### src/rtl/spi_slave_reg_ctrl.sv
// -----------------------------------------------------------------------------
// spi_slave_reg_ctrl
//
// Command decoder between the SPI receive shifter and the configuration
// register file. The first byte of each chip-select frame is an opcode:
//   000100aa : WRITE starting at register aa. Every following byte in the
//              frame is written, and the address wraps 3 -> 0 (burst).
//   001000aa : READ register aa. After dummy_cycles idle cycles the register
//              value is handed to the transmit shifter.
//   others   : unknown. cmd_err pulses and the rest of the frame is ignored.
// Everything runs in the sclk domain and every output is registered.
//
// Ports
//   sclk          SPI clock; all state changes on its rising edge
//   rstn          synchronous active-low reset
//   frame_start   one-cycle pulse in the first cycle of a chip-select frame
//   rx_data       received byte, qualified by rx_valid
//   rx_valid      one-cycle pulse per complete received byte
//   wr_data       register write data
//   wr_addr       register write address
//   wr_data_valid one-cycle register write strobe
//   rd_addr       register read address
//   rd_data       combinational read data from the register file
//   dummy_cycles  dummy cycles inserted before the read data
//   tx_data       byte handed to the transmit shifter
//   tx_load       one-cycle pulse; tx_data is valid
//   cmd_err       one-cycle pulse on an unknown opcode
// -----------------------------------------------------------------------------
module spi_slave_reg_ctrl #(
  parameter int REG_SIZE = 8
) (
  input  logic                sclk,
  input  logic                rstn,
  input  logic                frame_start,
  input  logic [REG_SIZE-1:0] rx_data,
  input  logic                rx_valid,
  output logic [REG_SIZE-1:0] wr_data,
  output logic [1:0]          wr_addr,
  output logic                wr_data_valid,
  output logic [1:0]          rd_addr,
  input  logic [REG_SIZE-1:0] rd_data,
  input  logic [7:0]          dummy_cycles,
  output logic [REG_SIZE-1:0] tx_data,
  output logic                tx_load,
  output logic                cmd_err
);

  localparam logic [1:0] CMD   = 2'd0;
  localparam logic [1:0] WDATA = 2'd1;
  localparam logic [1:0] DUMMY = 2'd2;
  localparam logic [1:0] DONE  = 2'd3;

  localparam logic [5:0] OP_WRITE = 6'b000100;
  localparam logic [5:0] OP_READ  = 6'b001000;

  logic [1:0] state;
  logic [1:0] cur_state;
  logic [1:0] waddr;
  logic [7:0] cnt;

  // frame_start overrides whatever state the previous frame left behind, so a
  // byte arriving together with frame_start is decoded as the new opcode and
  // an unfinished read is dropped.
  assign cur_state = frame_start ? CMD : state;

  // NOTE: all state and registered outputs use non-blocking assignments so
  // every flop samples the values from before the edge, whatever the order of
  // the statements below.
  always_ff @(posedge sclk) begin
    if (!rstn) begin
      state         <= CMD;
      waddr         <= '0;
      cnt           <= '0;
      wr_data       <= '0;
      wr_addr       <= '0;
      wr_data_valid <= 1'b0;
      rd_addr       <= '0;
      tx_data       <= '0;
      tx_load       <= 1'b0;
      cmd_err       <= 1'b0;
    end else begin
      // Pulse outputs are low unless a branch below raises them.
      wr_data_valid <= 1'b0;
      tx_load       <= 1'b0;
      cmd_err       <= 1'b0;

      if (frame_start) begin
        state <= CMD;
        cnt   <= '0;
      end

      case (cur_state)
        CMD: begin
          if (rx_valid) begin
            if (rx_data[7:2] == OP_WRITE) begin
              waddr <= rx_data[1:0];
              state <= WDATA;
            end else if (rx_data[7:2] == OP_READ) begin
              rd_addr <= rx_data[1:0];
              // Sampled once here; later changes do not affect this read.
              cnt     <= dummy_cycles;
              state   <= DUMMY;
            end else begin
              cmd_err <= 1'b1;
              state   <= DONE;
            end
          end
        end

        WDATA: begin
          if (rx_valid) begin
            wr_data       <= rx_data;
            wr_addr       <= waddr;
            wr_data_valid <= 1'b1;
            waddr         <= waddr + 2'd1;  // 2-bit wrap 3 -> 0
          end
        end

        DUMMY: begin
          if (cnt == 8'd0) begin
            tx_data <= rd_data;
            tx_load <= 1'b1;
            state   <= DONE;
          end else begin
            cnt <= cnt - 8'd1;
          end
        end

        default: begin
          // DONE: the remainder of the frame is ignored.
        end
      endcase
    end
  end

endmodule

### config.mk
export PLATFORM = sky130hd
export DESIGN_NAME = spi_slave_reg_ctrl
export DESIGN_NICKNAME = d
export VERILOG_FILES = /design/src/rtl/spi_slave_reg_ctrl.sv
export SDC_FILE = /design/constraint.sdc
export NUM_CORES = 1
export LEC_CHECK = 0
export ABC_CLOCK_PERIOD_IN_PS = 2900
export BUFFER_PORTS_ARGS = -buffer_cell sky130_fd_sc_hd__buf_2
export CAP_MARGIN = 20
export CORE_MARGIN = 4
export CORE_UTILIZATION = 40
export CTS_CLUSTER_DIAMETER = 100
export DETAILED_ROUTE_END_ITERATION = 16
export PLACE_DENSITY = 0.71
export SLEW_MARGIN = 30
export SYNTH_ARGS = -nofsm -noshare
export SYNTH_HDL_FRONTEND = slang
export SYNTH_SLANG_ARGS = --single-unit
### constraint.sdc
create_clock -name sclk -period 2.9 [get_ports sclk]
set_clock_uncertainty 0.2 [all_clocks]
set_input_delay 0.435 -clock sclk [delete_from_list [all_inputs] [get_ports sclk]]
set_output_delay 0.435 -clock sclk [all_outputs]
set_load 0.01 [all_outputs]
# After elaboration in Yosys (flattened, before gate mapping)

Index checks and enable logic that the tools add are counted.

Mux-type cells: 19
Eq/ne operators: 7
Reductions and logical operators: 10
Bitwise gates (word level): 4
$add $sub $neg: 2

Operator list:

| operator                                          | count |
|---|---|
| two-way mux 8 bit                                 | 5 |
| one-hot mux 8 bit (2 select lines)                | 1 |
| two-way mux 2 bit                                 | 7 |
| logical NOT 8 bit                                 | 1 |
| one-hot mux 2 bit (2 select lines)                | 2 |
| AND reduction 2 bit                               | 4 |
| AND reduction 4 bit                               | 2 |
| subtractor 8 x 1 -> 8 bit (second input constant) | 1 |
| == test 6 x 3 -> 1 bit (second input constant)    | 1 |
| == test 6 x 4 -> 1 bit (second input constant)    | 1 |
| != test 2 bit (second input constant)             | 3 |
| two-way mux 1 bit                                 | 4 |
| inverter 1 bit                                    | 4 |
| OR reduction 4 bit                                | 1 |
| adder 2 x 1 -> 2 bit (second input constant)      | 1 |
| == test 2 x 1 -> 1 bit (second input constant)    | 1 |
| == test 2 bit (second input constant)             | 1 |
| logical NOT 2 bit                                 | 1 |
| nonzero test 2 bit                                | 1 |

Input bits: 28
Output and inout port bits: 23
Register bits after elaboration: 35

# Depth between registers and ports, before layout

Gate-level depths: netlist (run 1).

Word-level depth: 5
Gate-level depth with buffers: 7
Gate-level depth less buffers: 6

# Worst setup path after synthesis (run 1)

No wires, ideal clock.

Path kind: reg-to-reg
Start point: reg cnt[0]
End point: reg tx_data[7]
Library setup time: 0.128 ns
Cell stages (with the launch flop): 8
Arrival: 1.591 ns
Slack: 0.981 ns
Buffers on the path: 1
Period minus slack after synthesis: 1.919 ns
Required time: 2.572 ns
Cell sequence: dfxtp_1 > inv_1 > ha_1 > or3b_2 > nor3_2 > buf_4 > mux2i_1 > nor2_1

Cells in the longest elaborated chain, start to end: 2

Ends and longest elaborated chain:

| element                              | line | text |
|---|---|---|
| from (decl)                          | 59   | `logic [7:0] cnt;` |
| from (signal assigned)               | 101  | `cnt <= dummy_cycles;` |
| from (signal assigned)               | 125  | `cnt <= cnt - 8'd1;` |
| logical NOT 8 bit                    | 120  | `if (cnt == 8'd0) begin` |
| AND reduction 2 bit (no source line) | --   |  |
| to (signal assigned)                 | 121  | `tx_data <= rd_data;` |
| to (decl)                            | 43   | `output logic [REG_SIZE-1:0] tx_data,` |

Every way passes these cells.
A chain may end at the register's enable or synchronous reset.

# Final worst setup path (run 1)

Start point: reg cnt[0]
End point: reg tx_data[4]

Same word-level chain as after synthesis.

==> reports/qor.yml, run 1 <==
status:
  status: "finished clean"
placed_design:
  place_area_sq_mm: 0.001879
  dpl.hpwl_microns: 2646
  port_buffers: 50
  place_congestion: 0.8209
sta:
  slew_violations: 0
  slew_headroom_pct: 67.13
  grt_setup_unrepaired: "false"
  hold_viol: 0
  worst_slew_pin_slew_ps: 488.6
  fin_crit_ps: 2052
  finalCritPeriodShare_pct: 70.74
  tns_ps: 0
  finalSetupViolations: 0
  max_freq_mhz: 487.4
power:
  power.total_w: 0.0009510
  power.leakage_nw: 0.8072
  p_per_area_mw_per_mm2: 484.1
  ir_drop_mv: 0.3014
clock_tree:
  clock_path_buffers: 2
  clkLatencyLatePin_ps: 290
  cts_resized: 0
  cts_sinks: 35
  post-cts-setup-buffers: 0
  cts_tree: "done"
  clk_pin_slew_worst_paths_ps: 70
  root_buffer: "clkbuf_8"
  holdBufCountCts: 0
  cts_made_buffers: 5
  htree_levels: 2
floorplan:
  initial_utilization_pct: 42.29
  rows: 22
  core_sq_mm: 0.003716
  pin_count: 51
  die_y_microns: 70.68
  die-area_sq_mm: 0.004996
  die_x_microns: 70.68
setup_path:
  crit_start: "cnt[0]"
  path_cells: "inv_1 -> ha_1 -> or3b_2 -> nor3_2 -> buf_4 -> mux2i_1 -> nor2_1"
  start_kind: "flop"
  required_ps: 2880
  path_delay_family: "simple AND/OR/NAND/NOR gates"
  critPathSlowestCell: "or3b_2"
  end_kind: "flop"
  arrival_ps: 2030
  r2r_start: "cnt[0]"
  criticalPathCategory: "flop to flop"
  path_max_fanout: 11
  crit_buf_inv: 2
  critical_path.max_stage_delay_ps: 490
synthesis:
  synthArstFlopShare_pct: 0
  synth.avg_cell_area_sq_um: 8.731
  yosysWarnings: 0
  synth_area_sq_mm: 0.001572
  yosys-top-cells-area: "dfxtp_1 45%, mux2i_1 7.0%, nand2_1 6.2%, a21oi_1 5.7%, nor2_1 4.1%"
  synth-seq-area-share_pct: 44.59
  yosys_most_used_dff: "dfxtp_1"
  synthCells: 180
  synth_edf_count: 0
  synth_cell_type_count: 41
  yosysTopAreaCell: "dfxtp_1"
  synth-seq-cells: 35
  yosys.area.top_type_share_pct: 44.59
  synth_nets: 210
routing:
  detail_route.vias_per_cell: 5.081
  highest_layer: "met4"
  wl_met2_microns: 1665
  wl_met1_microns: 1698
  ant_nets: 0
  vias: 1438
  routed_wl_microns: 3697
  dr.pass1.iters: 5
  drt-initial-drc-count: 98
  drt-wirelength-per-cell_microns: 13.06
  wl_met3_microns: 264
  drcViolationCount: 0
cells_and_area:
  drive_gt1_share_pct: 28.51
  final_cell_area_sq_mm: 0.001964
  syn_to_final_growth_pct: 25.00
  final_cell_mix: "50 x buf_2, 35 x dfxtp_1, 26 x nand2_1"
  layout_commonest_cell: "buf_2"
  diodes: 0
  num-nets-final: 264
global_routing:
  grt_usage_pct: 15.21
  antenna_found_initial: 0
  grt_overflow_total: 0
  grt_max_degree: 19
  grt_pass1_wl_microns: 6051
  grt_pass1_vias: 1298
worst_hold_path:
  min_from: "rd_data[2]"
  holdCritPathClass: "primary input to flop"
flow_run:
  cap_violations: 0
## kinds of logic (layout without fill, tap and decap cells)
logic type	count (synthesis)	in the layout	synth area share, %
and+or+nand+nor	70	70	23.41
xor gates and xnor gates	2	2	1.115
buffers and inverters	14	69	3.742
AOI/OAI and AO/OA	46	46	18.55
adders and majority gates	2	2	1.592
DFF	35	35	44.59
muxes	11	11	7.007
## cells in the mapped netlist, types with 2 or more instances
library cell and count:
buf_2 2, a311oi_1 2, dfxtp_1 35, or4_1 2
xor2_1 2, nand3_1 2, a31oi_1 3, ha_1 2
nand2_1 26, or3b_2 2, nor2b_1 2, a21oi_1 18
nand2b_1 3, nor2_1 17, nor3b_1 3, a32oi_1 2
nor4_1 2, o21ai_0 7, a22oi_1 6, clkbuf_1 4
inv_1 6, and2b_2 2, mux2i_1 11, nor3_1 2
## sequential cells by signal, indices dropped and copies added, names as in the netlist
| signal | cells |
|---|---|
| cnt | 8 |
| cmd_err | 1 |
| rd_addr | 2 |
| tx_data | 8 |
| waddr | 2 |
| wr_data_valid | 1 |
| state | 2 |
| tx_load | 1 |
| wr_addr | 2 |
| wr_data | 8 |
## per-layer routing
metal | up-vias | global-route usage [%]
met5 | - | 0
met4 | 0 | 6.263
met3 | 6 | 5.398
met2 | 41 | 22.76
met1 | 641 | 19.90
li1 | 750 | -
## worst min-delay path, cell delays in order
cell,delay (ps)
buf_2,70
mux2i_1,50
nor2_1,70
## worst paths after layout
check          endpoint  slack, ps  depth (start not counted)
max          tx_data[4]        850                          7
min          tx_data[2]        180                          3
max reg2reg  tx_data[4]        850                          7
min reg2reg  wr_data[2]        250                          2
## cell type report
type                       instances  area, sq um
inverter                           7        26.28
clock inverter                     2        12.51
fill                             376         1752
sequential                        35        700.7
tap                               48        60.06
multi-input combinational        131        812.0
clock buffer                       6        72.57
timing repair buffer              54        280.3
## metrics by stage
stage | std cells | setup WS [ps] | util [%] | hold WS (ps)
6_report | 283 | 848.4 | 52.86 | 180.6
5_1_grt | 283 | 685.7 | 52.86 | 188.5
4_1_cts | 283 | 850.1 | 52.86 | 174.8
3_5_place_dp | 275 | 749.4 | 50.57 | 243.3
3_3_place_gp | 275 | 762.5 | 50.57 | 240.0
2_1_floorplan | 180 | 981.2 | - | 242.2
## report_power, final
| group | switching [W] | total [W] | leakage, nW | internal [W] |
|---|---|---|---|---|
| sequential | 0.00000880 | 0.000501 | 0.284 | 0.000493 |
| clock | 0.000182 | 0.000350 | 0.0412 | 0.000168 |
| combinational | 0.0000547 | 0.0000996 | 0.483 | 0.0000449 |
| total | 0.000246 | 0.000951 | 0.807 | 0.000705 |
(Power assumes the default switching activity.)
==> run 2, diff against run 1 <==
--- a/config.mk
+++ b/config.mk
@@ -5,14 +5,14 @@
 export SDC_FILE = /design/constraint.sdc
 export NUM_CORES = 1
 export LEC_CHECK = 0
-export ABC_CLOCK_PERIOD_IN_PS = 2900
+export ABC_CLOCK_PERIOD_IN_PS = 1850
 export BUFFER_PORTS_ARGS = -buffer_cell sky130_fd_sc_hd__buf_2
 export CAP_MARGIN = 20
 export CORE_MARGIN = 4
 export CORE_UTILIZATION = 40
 export CTS_CLUSTER_DIAMETER = 100
 export DETAILED_ROUTE_END_ITERATION = 16
-export PLACE_DENSITY = 0.71
+export PLACE_DENSITY = 0.74
 export SLEW_MARGIN = 30
 export SYNTH_ARGS = -nofsm -noshare
 export SYNTH_HDL_FRONTEND = slang
==> constraint.sdc (replaced) <==
create_clock -name sclk -period 1.85 [get_ports sclk]
set_clock_uncertainty 0.2 [all_clocks]
set_input_delay 0.2775 -clock sclk [delete_from_list [all_inputs] [get_ports sclk]]
set_output_delay 0.2775 -clock sclk [all_outputs]
set_load 0.01 [all_outputs]
==> reports/qor.yml, run 2 (same netlist as run 1, synthesis figures left out) <==
status:
  status: "finished with violations"
  failed_checks: "setup timing"
power:
  p_per_area_mw_per_mm2: 651.2
  power.leakage_nw: 0.9636
  ir_drop_mv: 0.4155
setup_path:
  crit_buf_inv: 2
  path_max_fanout: 6
  criticalPathCategory: "flop to flop"
  start_kind: "flop"
  critical_path.max_stage_delay_ps: 390
  critPathSlowestCell: "or3b_4"
  arrival_ps: 1840
  path_delay_family: "simple AND/OR/NAND/NOR gates"
  path_cells: "inv_2 -> ha_4 -> or3b_4 -> nor3_4 -> buf_6 -> mux2i_1 -> nor2_1"
  required_ps: 1820
  end_kind: "flop"
cells_and_area:
  num-nets-final: 292
  diodes: 0
  final_cells: 309
  fill_cells: 338
  drive_gt1_share_pct: 40.23
  final_cell_mix: "50 x buf_2, 33 x dfxtp_1, 28 x buf_4"
  layout_commonest_cell: "buf_2"
  reg.largest.list: "cnt (8), tx_data (8), wr_data (8)"
  syn_to_final_growth_pct: 44.35
floorplan:
  die_y_microns: 70.68
  pin_count: 51
  die-area_sq_mm: 0.004996
  die_x_microns: 70.68
  initial_utilization_pct: 42.29
  rows: 22
  core_sq_mm: 0.003716
placed_design:
  place_inst: 298
  place_congestion: 0.8531
  dpl.hpwl_microns: 2948
  port_buffers: 50
  post-place-ws_ps: -223.4
clock_tree:
  cts_sinks: 35
  clk_pin_slew_worst_paths_ps: 60
  root_buffer: "clkbuf_8"
  cts_tree: "done"
  htree_levels: 2
  clkLatencyLatePin_ps: 280
  clock_path_buffers: 2
  cts_made_buffers: 5
  holdBufCountCts: 0
routing:
  drcViolationCount: 0
  routed_wl_microns: 4250
  vias: 1586
  drt-wirelength-per-cell_microns: 13.75
  dr.pass1.iters: 5
  drt-initial-drc-count: 127
  ant_nets: 0
  detail_route.vias_per_cell: 5.133
sta:
  timing.final.ws_setup_ps: -18.66
  fin_crit_ps: 1869
  slew_headroom_pct: 67.10
  finalCritPeriodShare_pct: 101.0
  finalSetupViolations: 6
  hold_viol: 0
  worst_slew_pin_slew_ps: 493.5
  max_freq_mhz: 535.1
  tns_ps: -79.33
  grt_setup_unrepaired: "true"
  slew_violations: 0
global_routing:
  antenna_found_initial: 0
  grt_pass1_wl_microns: 6679
  grt_usage_pct: 16.50
  grt_pass1_vias: 1484
  grt_max_degree: 12
  grt_overflow_total: 0
flow_run:
  cap_violations: 0
worst_hold_path:
  holdCritPathClass: "primary input to flop"
[run 2: worst paths after layout]
kind / from / slack [ps] / cells after the start / endpoint
worst min register to register: wr_data[4] / 250 / 2 / wr_data[4]
worst max register to register: cnt[0] / -20 / 7 / tx_data[3]
worst max-delay path: cnt[0] / -20 / 7 / tx_data[3]
worst min-delay path: rd_data[6] / 40 / 3 / tx_data[6]
[run 2: routing by layer]
layer  routed length [microns]  global-route usage (%)  share of wire [%]
met1                      1777                   21.82                 42
met2                      2161                   26.26                 51
met3                       267                   3.977                6.3
met4                        44                   5.846                1.0
met5                         0                       0                  0
[run 2: power breakdown]
part / internal [W] / total (W) / switching [W]
Sequential: 0.000773 / 0.000785 / 0.0000114
Clock: 0.000250 / 0.000484 / 0.000234
Combinational: 0.000103 / 0.000208 / 0.000106
Total: 0.00113 / 0.00148 / 0.000351
[run 2: per-stage QoR]
step | hold WS (ps) | power [W] | instance area [sq um] | utilization (%)
floorplan | 188.7 | 0.0008874 | 1578 | -
global placement | 240.2 | 0.0009867 | 2079 | 55.96
detailed placement | 243.7 | 0.0009909 | 2086 | 56.13
CTS | 25.55 | 0.001488 | 2198 | 59.16
global route | 52.19 | 0.001549 | 2268 | 61.04
finish | 35.64 | 0.001477 | 2268 | 61.04
[run 2: worst register-to-register path, delay by kind of cell, from the launching register on]
family,cells,cell delay (ps)
buffers and inverters,2,250
and+or+nand+nor,3,660
DFF,1,320
adders and majority gates,1,140
muxes,1,190
[run 2: cell type report]
class | instances | area (sq um) | area share, %
clock buffers | 6 | 72.57 | 3.199
flip-flops and latches | 35 | 703.2 | 31.00
multi-input cells | 131 | 883.3 | 38.94
well taps | 48 | 60.06 | 2.648
repair buffers | 82 | 523.0 | 23.06
inverters | 7 | 26.28 | 1.158
[run 2: timing repair]
action / in CTS / in global routing
gates cloned: 1 / 0
endpoints found under the setup margin: 14 / 28
gates resized for setup: 9 / 12
setup buffers: 2 / 2
endpoints found under the hold margin: 0 / 0
pin swaps: 1 / 3
==> run 3, diff against run 2 <==
--- a/config.mk
+++ b/config.mk
@@ -6,13 +6,13 @@
 export NUM_CORES = 1
 export LEC_CHECK = 0
 export ABC_CLOCK_PERIOD_IN_PS = 1850
-export BUFFER_PORTS_ARGS = -buffer_cell sky130_fd_sc_hd__buf_2
 export CAP_MARGIN = 20
 export CORE_MARGIN = 4
 export CORE_UTILIZATION = 40
 export CTS_CLUSTER_DIAMETER = 100
 export DETAILED_ROUTE_END_ITERATION = 16
-export PLACE_DENSITY = 0.74
+export DONT_BUFFER_PORTS = 1
+export PLACE_DENSITY = 0.62
 export SLEW_MARGIN = 30
 export SYNTH_ARGS = -nofsm -noshare
 export SYNTH_HDL_FRONTEND = slang
==> reports/qor.yml, run 3 (same netlist as run 1, synthesis figures left out) <==
global_routing:
  grt_overflow_total: 0
  grt_pass1_wl_microns: 7210
  grt_pass1_vias: 1536
  antenna_found_initial: 0
  grt_usage_pct: 18.08
  grt_max_degree: 17
placed_design:
  port_buffers: 0
  dpl.hpwl_microns: 3013
  place_inst: 244
  post-place-ws_ps: -103.0
  place_congestion: 0.8167
sta:
  hold_viol: 0
  max_freq_mhz: 531.1
  finalCritPeriodShare_pct: 101.8
  slew_headroom_pct: 71.30
  slew_violations: 0
  grt_setup_unrepaired: "true"
  timing.final.ws_setup_ps: -32.74
  fin_crit_ps: 1883
  finalSetupViolations: 6
  worst_slew_pin_slew_ps: 429.6
  holdWs_ps: 5.486
cells_and_area:
  reg.largest.list: "cnt (8), tx_data (8), wr_data (8)"
  syn_to_final_growth_pct: 38.22
  diodes: 0
  num-nets-final: 256
  drive_gt1_share_pct: 22.03
  final_cells: 275
  final_cell_mix: "33 x dfxtp_1, 26 x nand2_1, 24 x buf_4"
  layout_commonest_cell: "dfxtp_1"
floorplan:
  initial_utilization_pct: 42.29
  die-area_sq_mm: 0.004996
  pin_count: 51
  rows: 22
  core_sq_mm: 0.003716
  die_x_microns: 70.68
  die_y_microns: 70.68
routing:
  dr.pass1.iters: 6
  ant_nets: 0
  drt-initial-drc-count: 81
  routed_wl_microns: 4481
  drcViolationCount: 0
  vias: 1540
  drt-wirelength-per-cell_microns: 16.29
  detail_route.vias_per_cell: 5.600
power:
  power_frac_seq_pct: 48.3
  ir_drop_mv: 0.5514
  p_per_area_mw_per_mm2: 756.7
  p_comb_share_pct: 10.2
  power.internal_w: 0.001264
  p_sw_w: 0.0003798
  power.leakage_nw: 0.7950
  pwr-share-clk_pct: 41.5
  swShare_pct: 23.11
clock_tree:
  root_buffer: "clkbuf_8"
  clock_path_buffers: 2
  clkLatencyLatePin_ps: 290
  cts_tree: "done"
  clk_pin_slew_worst_paths_ps: 70
  cts_sinks: 35
  cts_made_buffers: 5
  htree_levels: 2
flow_run:
  cap_violations: 0
setup_path:
  end_kind: "flop"
  start_kind: "flop"
  arrival_ps: 1860
  criticalPathCategory: "flop to flop"
  path_max_fanout: 6
  required_ps: 1830
worst_hold_path:
  holdCritPathClass: "primary input to flop"
status:
  status: "finished with violations"
  failed_checks: "setup timing"
## run 3: cell count changes in the layout (fill, tap and decap cells not counted), moves of 2 or more
cell,delta
buf_4,-4
mux2i_2,+2
mux2i_1,-2
buf_2,-50
dlygate4sd3_1,+20
o21ai_0,+2
## run 3: layout make-up
type	instances	area, sq um
clock inverter	3	43.79
clock buffer	5	68.82
inverter	7	26.28
sequential	35	703.2
tap	48	60.06
fill	328	1544
multi-input combinational	131	858.3
timing repair buffer	46	411.6
## run 3: what timing repair did
item | CTS | global route
hold buffers | 20 | 0
pin swaps | 3 | 2
buffers inserted | 2 | 0
endpoints found under the setup margin | 11 | 14
hold endpoints to repair | 24 | 0
resized for setup | 8 | 8
cloned | 1 | 0
## run 3: metrics by stage
stage / power (W) / TNS (ps) / util (%) / cell area, sq um
finish: 0.001644 / -127.1 / 58.45 / 2172
global route: 0.001711 / -545.4 / 58.45 / 2172
CTS: 0.001655 / -94.19 / 57.74 / 2146
detailed placement: 0.0009280 / -766.5 / 48.08 / 1787
global placement: 0.0009226 / 0 / 48.08 / 1787
floorplan: 0.0008874 / 0 / - / 1578
## run 3: worst paths after layout
check             startpoint  slack [ps]  cells past startpoint    endpoint
max                   cnt[3]         -30                      5  tx_data[1]
min          dummy_cycles[7]           5                      2      cnt[7]
max reg2reg           cnt[3]         -30                      5  tx_data[1]
min reg2reg         waddr[1]         280                      2  wr_addr[1]
## run 3: power by group through the flow
stage               logic [W]  clock network, W  registers, W
finish               0.000168          0.000681      0.000794
global route         0.000184          0.000731      0.000796
CTS                  0.000162          0.000700      0.000793
detailed placement   0.000118                 0      0.000810
global placement     0.000114                 0      0.000809
floorplan           0.0000800                 0      0.000807
## run 3: worst max-delay path, stage by stage, from the launching register on
cell	delay, ps
dfxtp_1	320
or4_4	580
nor3_4	220
buf_6	180
mux2i_2	230
nor2_1	50
## run 3: metal layers
| metal | part of all wire, % | wire length [microns] | global-route usage, % | vias up |
|---|---|---|---|---|
| li1 | - | - | - | 734 |
| met1 | 38 | 1689 | 20.47 | 719 |
| met2 | 51 | 2295 | 30.59 | 76 |
| met3 | 9.2 | 414 | 6.108 | 11 |
| met4 | 1.8 | 81 | 8.351 | 0 |
| met5 | 0 | 0 | 0 | - |
